**config.mk**
```make
export PLATFORM = sky130hd
export DESIGN_NAME = input_ctrl
export DESIGN_NICKNAME = d
export VERILOG_FILES = /design/src/rtl/input_ctrl.sv
export SDC_FILE = /design/constraint.sdc
export NUM_CORES = 1
export LEC_CHECK = 0
export CORE_ASPECT_RATIO = 0.6
export CORE_MARGIN = 8
export CORE_UTILIZATION = 53
export DETAILED_ROUTE_END_ITERATION = 8
export GPL_TIMING_DRIVEN = 0
export MAX_ROUTING_LAYER = met4
export PLACE_DENSITY = 0.91
export RECOVER_POWER = 100
export SYNTH_ARGS = -nofsm -noshare
export SYNTH_HDL_FRONTEND = slang
export SYNTH_SLANG_ARGS = --single-unit
```
**constraint.sdc**
```tcl
create_clock -name clk -period 3.9 [get_ports clk]
set_clock_uncertainty 0.15 [all_clocks]
set_input_delay 0.975 -clock clk [delete_from_list [all_inputs] [get_ports clk]]
set_output_delay 0.975 -clock clk [all_outputs]
set_load 0.05 [all_outputs]
```
**src/rtl/input_ctrl.sv**
```systemverilog
// Router input controller: buffers incoming packets in a FIFO and presents the
// head, one at a time, to the local (port 0) or far (port 1) output controller.
module input_ctrl #(
  parameter int         WIDTH_packet = 14,
  parameter logic [2:0] MY_ADDR      = 3'b000,
  parameter logic [2:0] MASK         = 3'b001,
  parameter int         DEPTH        = 4
) (
  input  logic                      clk,
  input  logic                      rst_n,
  input  logic [WIDTH_packet-1:0]   in_data,
  input  logic                      in_valid,
  output logic                      in_ready,
  output logic [WIDTH_packet-1:0]   out0_data,
  output logic                      out0_valid,
  input  logic                      out0_ready,
  output logic [WIDTH_packet-1:0]   out1_data,
  output logic                      out1_valid,
  input  logic                      out1_ready,
  output logic [$clog2(DEPTH):0]    occupancy,
  output logic [15:0]               cnt0,
  output logic [15:0]               cnt1
);

  localparam int AW = $clog2(DEPTH);
  localparam int CW = AW + 1;

  typedef enum logic [1:0] {IDLE, HOLD0, HOLD1} state_t;

  state_t                  state, next_state;
  logic [WIDTH_packet-1:0] mem [DEPTH];
  logic [AW-1:0]           wr_ptr, rd_ptr;
  logic [WIDTH_packet-1:0] head;
  logic                    fifo_empty;
  logic                    push, pop, head_route;
  logic                    deliver0, deliver1;

  // Routing looks only at the address bits selected by MASK
  function automatic logic route_of(input logic [WIDTH_packet-1:0] pkt);
    return |((pkt[WIDTH_packet-1 -: 3] ^ MY_ADDR) & MASK);
  endfunction

  assign head       = mem[rd_ptr];
  assign head_route = route_of(head);
  assign fifo_empty = (occupancy == '0);
  assign in_ready   = (occupancy < CW'(DEPTH));
  assign push       = in_valid && in_ready;
  assign out0_valid = (state == HOLD0);
  assign out1_valid = (state == HOLD1);

  always_comb begin
    next_state = state;
    pop        = 1'b0;
    deliver0   = 1'b0;
    deliver1   = 1'b0;
    case (state)
      IDLE: begin
        if (!fifo_empty) pop = 1'b1;
      end
      HOLD0: begin
        if (out0_ready) begin
          deliver0 = 1'b1;
          if (!fifo_empty) pop = 1'b1;
          else             next_state = IDLE;
        end
      end
      HOLD1: begin
        if (out1_ready) begin
          deliver1 = 1'b1;
          if (!fifo_empty) pop = 1'b1;
          else             next_state = IDLE;
        end
      end
      default: next_state = IDLE;
    endcase
    // A pop always re-targets the FSM at the new packet's port
    if (pop) next_state = head_route ? HOLD1 : HOLD0;
  end

  // Storage needs no reset: only entries between the pointers are ever read
  always_ff @(posedge clk) begin
    if (push) mem[wr_ptr] <= in_data;
  end

  always_ff @(posedge clk or negedge rst_n) begin
    if (!rst_n) begin
      state     <= IDLE;
      wr_ptr    <= '0;
      rd_ptr    <= '0;
      occupancy <= '0;
      out0_data <= '0;
      out1_data <= '0;
      cnt0      <= '0;
      cnt1      <= '0;
    end else begin
      state <= next_state;
      if (push) wr_ptr <= wr_ptr + AW'(1);
      if (pop)  rd_ptr <= rd_ptr + AW'(1);
      case ({push, pop})
        2'b10:   occupancy <= occupancy + CW'(1);
        2'b01:   occupancy <= occupancy - CW'(1);
        default: occupancy <= occupancy;
      endcase
      // Each port keeps its last packet while the other port is in use
      if (pop && !head_route) out0_data <= head;
      if (pop &&  head_route) out1_data <= head;
      if (deliver0) cnt0 <= cnt0 + 16'd1;
      if (deliver1) cnt1 <= cnt1 + 16'd1;
    end
  end

endmodule

```
==> qor.yml <==
status: "complete, but fails checks"
violations: "max-capacitance violations, max-slew violations"
async_flop_share_pct: 55.2
synth_ff_type: "dfrtp_1"
synth_area_sq_mm: 0.00500
holdPathStages: 1
cap_violations: 1
first_iter_violations: 156
yosysUniqueCellTypes: 33
synth_edf_count: 56
grt_start_max_net_pins: 70
yosys-top-cells-area: "dfrtp_1 (35%), edfxtp_1 (34%), mux4_2 (6.3%)"
p_leak_nw: 2.70
drv_slew: 70
syn2layout_area_growth_pct: 30.9
place_area_sq_mm: 0.00600
num-nets-final: 439
stdcell_area_sq_mm: 0.00655
drc_errors: 0
setup.worst_path.start: "out0_ready"
clockBufferDepth: 2
via_count: 2932
finalHoldViolations: 0
hold_path_class: "reg -> reg"
end_kind: "flip-flop"
grt_pass1_vias: 3171
cts_resized: 0
rr_worst_depth: 8
antenna_found_initial: 1
power_mw: 5.83
r2r_start: "state[0]"
synthCells: 305
yosys.area.top_type_share_pct: 34.5
max_freq_mhz: 278
worstPathRequired_ns: 4.03
vdd_drop_max_uv: 407
tns_ns: 0
cts.sinks: 125
cts_max_level: 4
cts_hold_buf: 0
synth_common_cells: "dfrtp_1 (69), edfxtp_1 (56), xnor2_1 (26)"
fillers: 607
path_class: "in -> reg"
min-delay-start: "cnt0[15]"
arrival_ns: 3.73
ant_nets: 0
numCtsBuffers: 17
relSlewSlack_pct: -17.3
yosysTopAreaCell: "dfrtp_1"
grt_overflow: 0
dieArea_sq_mm: 0.0129
drive_gt1_share_pct: 16.0
ys_warn_count: 0
fp.dieH_microns: 91.3
grt_usage_pct: 18.7
core_area_sq_mm: 0.00919
viasPerCell: 5.32
drtPass1Iterations: 4
syn_area_per_cell_sq_um: 16.4
cts_tree: "built"
path_clk_slew_ns: 0.05
start_util_pct: 54.5
path_max_fanout: 10
place.gp.congestion: 0.776
io_pins: 85
io_buffers: 84
row_count: 27
synth-seq-area-share_pct: 68.1
post_drt_wl_per_cell_microns: 20.0
layout_setup_ws_ns: 0.299
tightest_slew_ns: 1.76
p_per_area_mw_per_mm2: 890
ys_ff_latch: 125
synth_nets: 336
totalWireLength_mm: 11.0
worstSetupStartpointType: "primary input"
rsz0062_at_grt: "no"
clockRootBuffer: "clkbuf_16"
grt_pass1_wl_mm: 17.7
setup_violations: 0
fin_crit_sh_pct: 92.3
whs_ns: 0.314
post_cts_buffers: 0
hpwlAfterDp_mm: 7.59
yosysMostFrequentCell: "dfrtp_1"
worstSkewPairLatency_ns: 0.40
die_w_microns: 141
finalCriticalPeriod_ns: 3.60
place_ws_ns: 0.0874
-- critical path: stages --
cell	delay [ns]
dlygate4sd3_1	0.66
mux2i_1	0.15
a2111oi_4	0.65
nor2b_1	0.21
buf_4	0.16
clkbuf_1	0.53
mux2_1	0.39
-- report_power, final --
part | internal, mW | switching [mW]
combinational | 0.897 | 1.53
sequential | 1.72 | 0.207
clock | 0.923 | 0.544
total | 3.54 | 2.28
-- cells in the final DEF, fill, tap and decap left out, drive strengths merged, types with 5 or more instances in the layout --
master | synthesis | routed
mux2 | 28 | 28
ha | 11 | 11
inv | 14 | 14
dlygate4sd3 | 0 | 83
xor2 | 10 | 10
clkbuf | 2 | 22
edfxtp | 56 | 56
and2 | 5 | 5
mux4 | 14 | 14
nor2 | 10 | 10
dfrtp | 69 | 69
clkinv | 0 | 9
nand2 | 14 | 14
nand4 | 9 | 9
nand3 | 9 | 9
xnor2 | 26 | 26
-- kinds of logic after synthesis --
logic type	after synthesis	synth area share (%)
xor gates and xnor gates	36	6.30
adders and majority gates	12	3.15
buffers and inverters	21	1.85
DFF	125	68.1
and+or+nand+nor	61	6.33
muxes	44	13.0
AOI/OAI and AO/OA	6	1.25
-- final timing paths --
| path | slack [ns] | to |
|---|---|---|
| max | 0.30 | out0_data[4] |
| min | 0.31 | cnt0[15] |
| max reg2reg | 0.69 | out0_data[4] |
| min reg2reg | 0.31 | cnt0[15] |
| max in group asynchronous | 1.66 | cnt0[8] |
| min in group asynchronous | 0.89 | out1_data[10] |
-- sequential cells by signal, indices dropped and copies added, names as in the netlist --
| name | cells |
|---|---|
| mem | 56 |
| cnt0 | 16 |
| cnt1 | 16 |
| out0_data | 14 |
| out1_data | 14 |
| occupancy | 3 |
| rd_ptr | 2 |
| state | 2 |
| wr_ptr | 2 |
-- area by class of cell --
cell class	count	area, sq um	share of cell area, %
clock inverters	14	129	1.97
repair buffers	84	836	12.8
diodes	1	2.50	0.0382
inverters	14	52.6	0.803
multi-input cells	159	1500	22.9
plain buffers	7	31.3	0.478
flip-flops and latches	125	3410	52.1
well taps	130	163	2.48
clock buffers	17	425	6.50
-- layer usage --
metal / track usage [%] / routed length, microns
met3: 4.96 / 686
met5: - / 0
met2: 28.0 / 5330
met1: 23.6 / 4830
met4: 8.27 / 163
-- through the flow --
step	cells	util, %
4_1_cts	550	71.4
2_1_floorplan	305	-
5_1_grt	551	71.3
3_3_place_gp	519	65.4
6_report	551	71.3
3_5_place_dp	519	65.3
No activity file was read; power rests on OpenSTA's default activity.
==> patch, RTL diff (config.mk and constraints unchanged) <==
Register the output `cnt0` once more, without a reset; this adds one clock of latency there. The other outputs are not delayed to match.
--- a/src/rtl/input_ctrl.sv
+++ b/src/rtl/input_ctrl.sv
@@ -28,2 +28,4 @@
   typedef enum logic [1:0] {IDLE, HOLD0, HOLD1} state_t;
+
+  logic [15:0] cnt0_s0;
 
@@ -92,3 +94,3 @@
       out1_data <= '0;
-      cnt0      <= '0;
+      cnt0_s0   <= '0;
       cnt1      <= '0;
@@ -106,3 +108,3 @@
       if (pop &&  head_route) out1_data <= head;
-      if (deliver0) cnt0 <= cnt0 + 16'd1;
+      if (deliver0) cnt0_s0 <= cnt0_s0 + 16'd1;
       if (deliver1) cnt1 <= cnt1 + 16'd1;
@@ -111,2 +113,6 @@
 
+  always_ff @(posedge clk) begin
+    cnt0 <= cnt0_s0;
+  end
+
 endmodule
Behaviour: not the same (a bounded check fails within 4 cycles, from zero or initial values and one cycle with rst_n low).
==> patch against the unedited design <==
- the run still ends with max-capacitance violations, max-slew violations left
- design area up 4.3%
- total power is 0.74% higher
- area after synthesis grew 6.6%
- sequential share of layout area up 2.6 points
- worst setup slack better by 56 ps
- via count grew 0.20%
- highest routed layer unchanged
- wire length is 3.8% lower
- sequential cell count increased by 16
==> patch: results (changes against the unedited design) <==
metric;value;unit;change
failing checks;max-capacitance violations, max-slew violations;;unchanged
gp weighted congestion;0.760;;was 0.776
Non-Filler Instances;575;;was 551
Pins Over Slew Limit;70;;unchanged
Adder-Cell Fraction of Synth Area;2.96;%;was 3.15%
initial DRC count;139;;was 156
top cells by count, synth;dfrtp_1 (69), edfxtp_1 (56), xnor2_1 (29), mux2_2 (20), dfxtp_1 (16);;was dfrtp_1 (69), edfxtp_1 (56), xnor2_1 (26), mux2_2 (20)
Leakage;0.00278;uW;was 0.00270 uW
Max-Cap Viols;1;;unchanged
Post-synth ARST share;48.9;%;was 55.2%
worst setup margin;355;ps;was 299 ps
proportion of synthesized area in mux cells;12.2;%;was 13.0%
placed insts;543;;was 519
layout cell share with drive strength beyond 1;14.1;%;was 16.0%
crit path max fanout;10;;unchanged
ranking of synthesized cells by area;dfrtp_1 (32%), edfxtp_1 (32%), dfxtp_1 (6.0%);;was dfrtp_1 (35%), edfxtp_1 (34%), mux4_2 (6.3%)
worst vdd ir;0.781;mV;was 0.407 mV
status;finished, violations left;;unchanged
hold slack;255;ps;was 314 ps
Synthesized Nets;355;;was 336
Placed Area;6340;um2;was 6000 um2
vias in the first global route;3262;;was 3171
XOR/XNOR Fraction of Synth Area;5.91;%;was 6.30%
number of iterations in the first detailed-routing pass;5;;was 4
Worst EP arrival;3670;ps;was 3730 ps
register area share after synthesis;69.9;%;was 68.1%
post-synthesis compound-gate area fraction;1.17;%;was 1.25%
post-layout net count;458;;was 439
final WL;10.6;mm;was 11.0 mm
vias;2938;;was 2932
## patch: cell count changes after synthesis, sizes merged, moves of 2 or more
cell   before  now
nand3       9   11
nor2       10    8
nand2      14   16
xor2       10    7
xnor2      26   29
dfxtp       0   16
and4        3    0
## patch: final timing paths
| kind | start | end | cells after the start |
|---|---|---|---|
| min | cnt0_s0[15] | cnt0[15] | 0 |
| min reg2reg | cnt0_s0[15] | cnt0[15] | 0 |
| max reg2reg | state[0] | out0_data[1] | 8 |
| min in group asynchronous | rst_n | cnt1[13] | 1 |
| max in group asynchronous | rst_n | occupancy[2] | 1 |
| max | out1_ready | out0_data[1] | 7 |
## patch: kinds of logic after synthesis
group / after synthesis
and+or+nand+nor: 64
muxes: 44
buffers and inverters: 21
adders and majority gates: 12
xor gates and xnor gates: 36
DFF: 141
AOI/OAI and AO/OA: 6
## patch: critical path, delay by kind of cell
family | cells | cell delay [ps]
compound gates | 1 | 630
buf+inv | 3 | 1210
mux | 2 | 530
simple gates | 1 | 310
## patch: layout make-up
| class | instances | area (um2) |
|---|---|---|
| diodes | 1 | 2.50 |
| repair buffers | 84 | 836 |
| fillers | 665 | 2980 |
| inverters | 14 | 52.6 |
| clock buffers | 26 | 469 |
| clock inverters | 5 | 25.0 |
| flip-flops and latches | 141 | 3730 |
| well taps | 135 | 169 |
| plain buffers | 7 | 36.3 |
| multi-input cells | 162 | 1510 |
## patch: per-layer routing
metal | GRT usage, % | wire length [um]
met5 | - | 0
met4 | 5.77 | 68
met3 | 5.29 | 564
met2 | 27.4 | 5300
met1 | 21.3 | 4670
## patch: power by group
| group | switching (uW) | internal [uW] | total [uW] |
|---|---|---|---|
| logic | 1500 | 897 | 2390 |
| registers | 205 | 1910 | 2110 |
| clock network | 541 | 820 | 1360 |
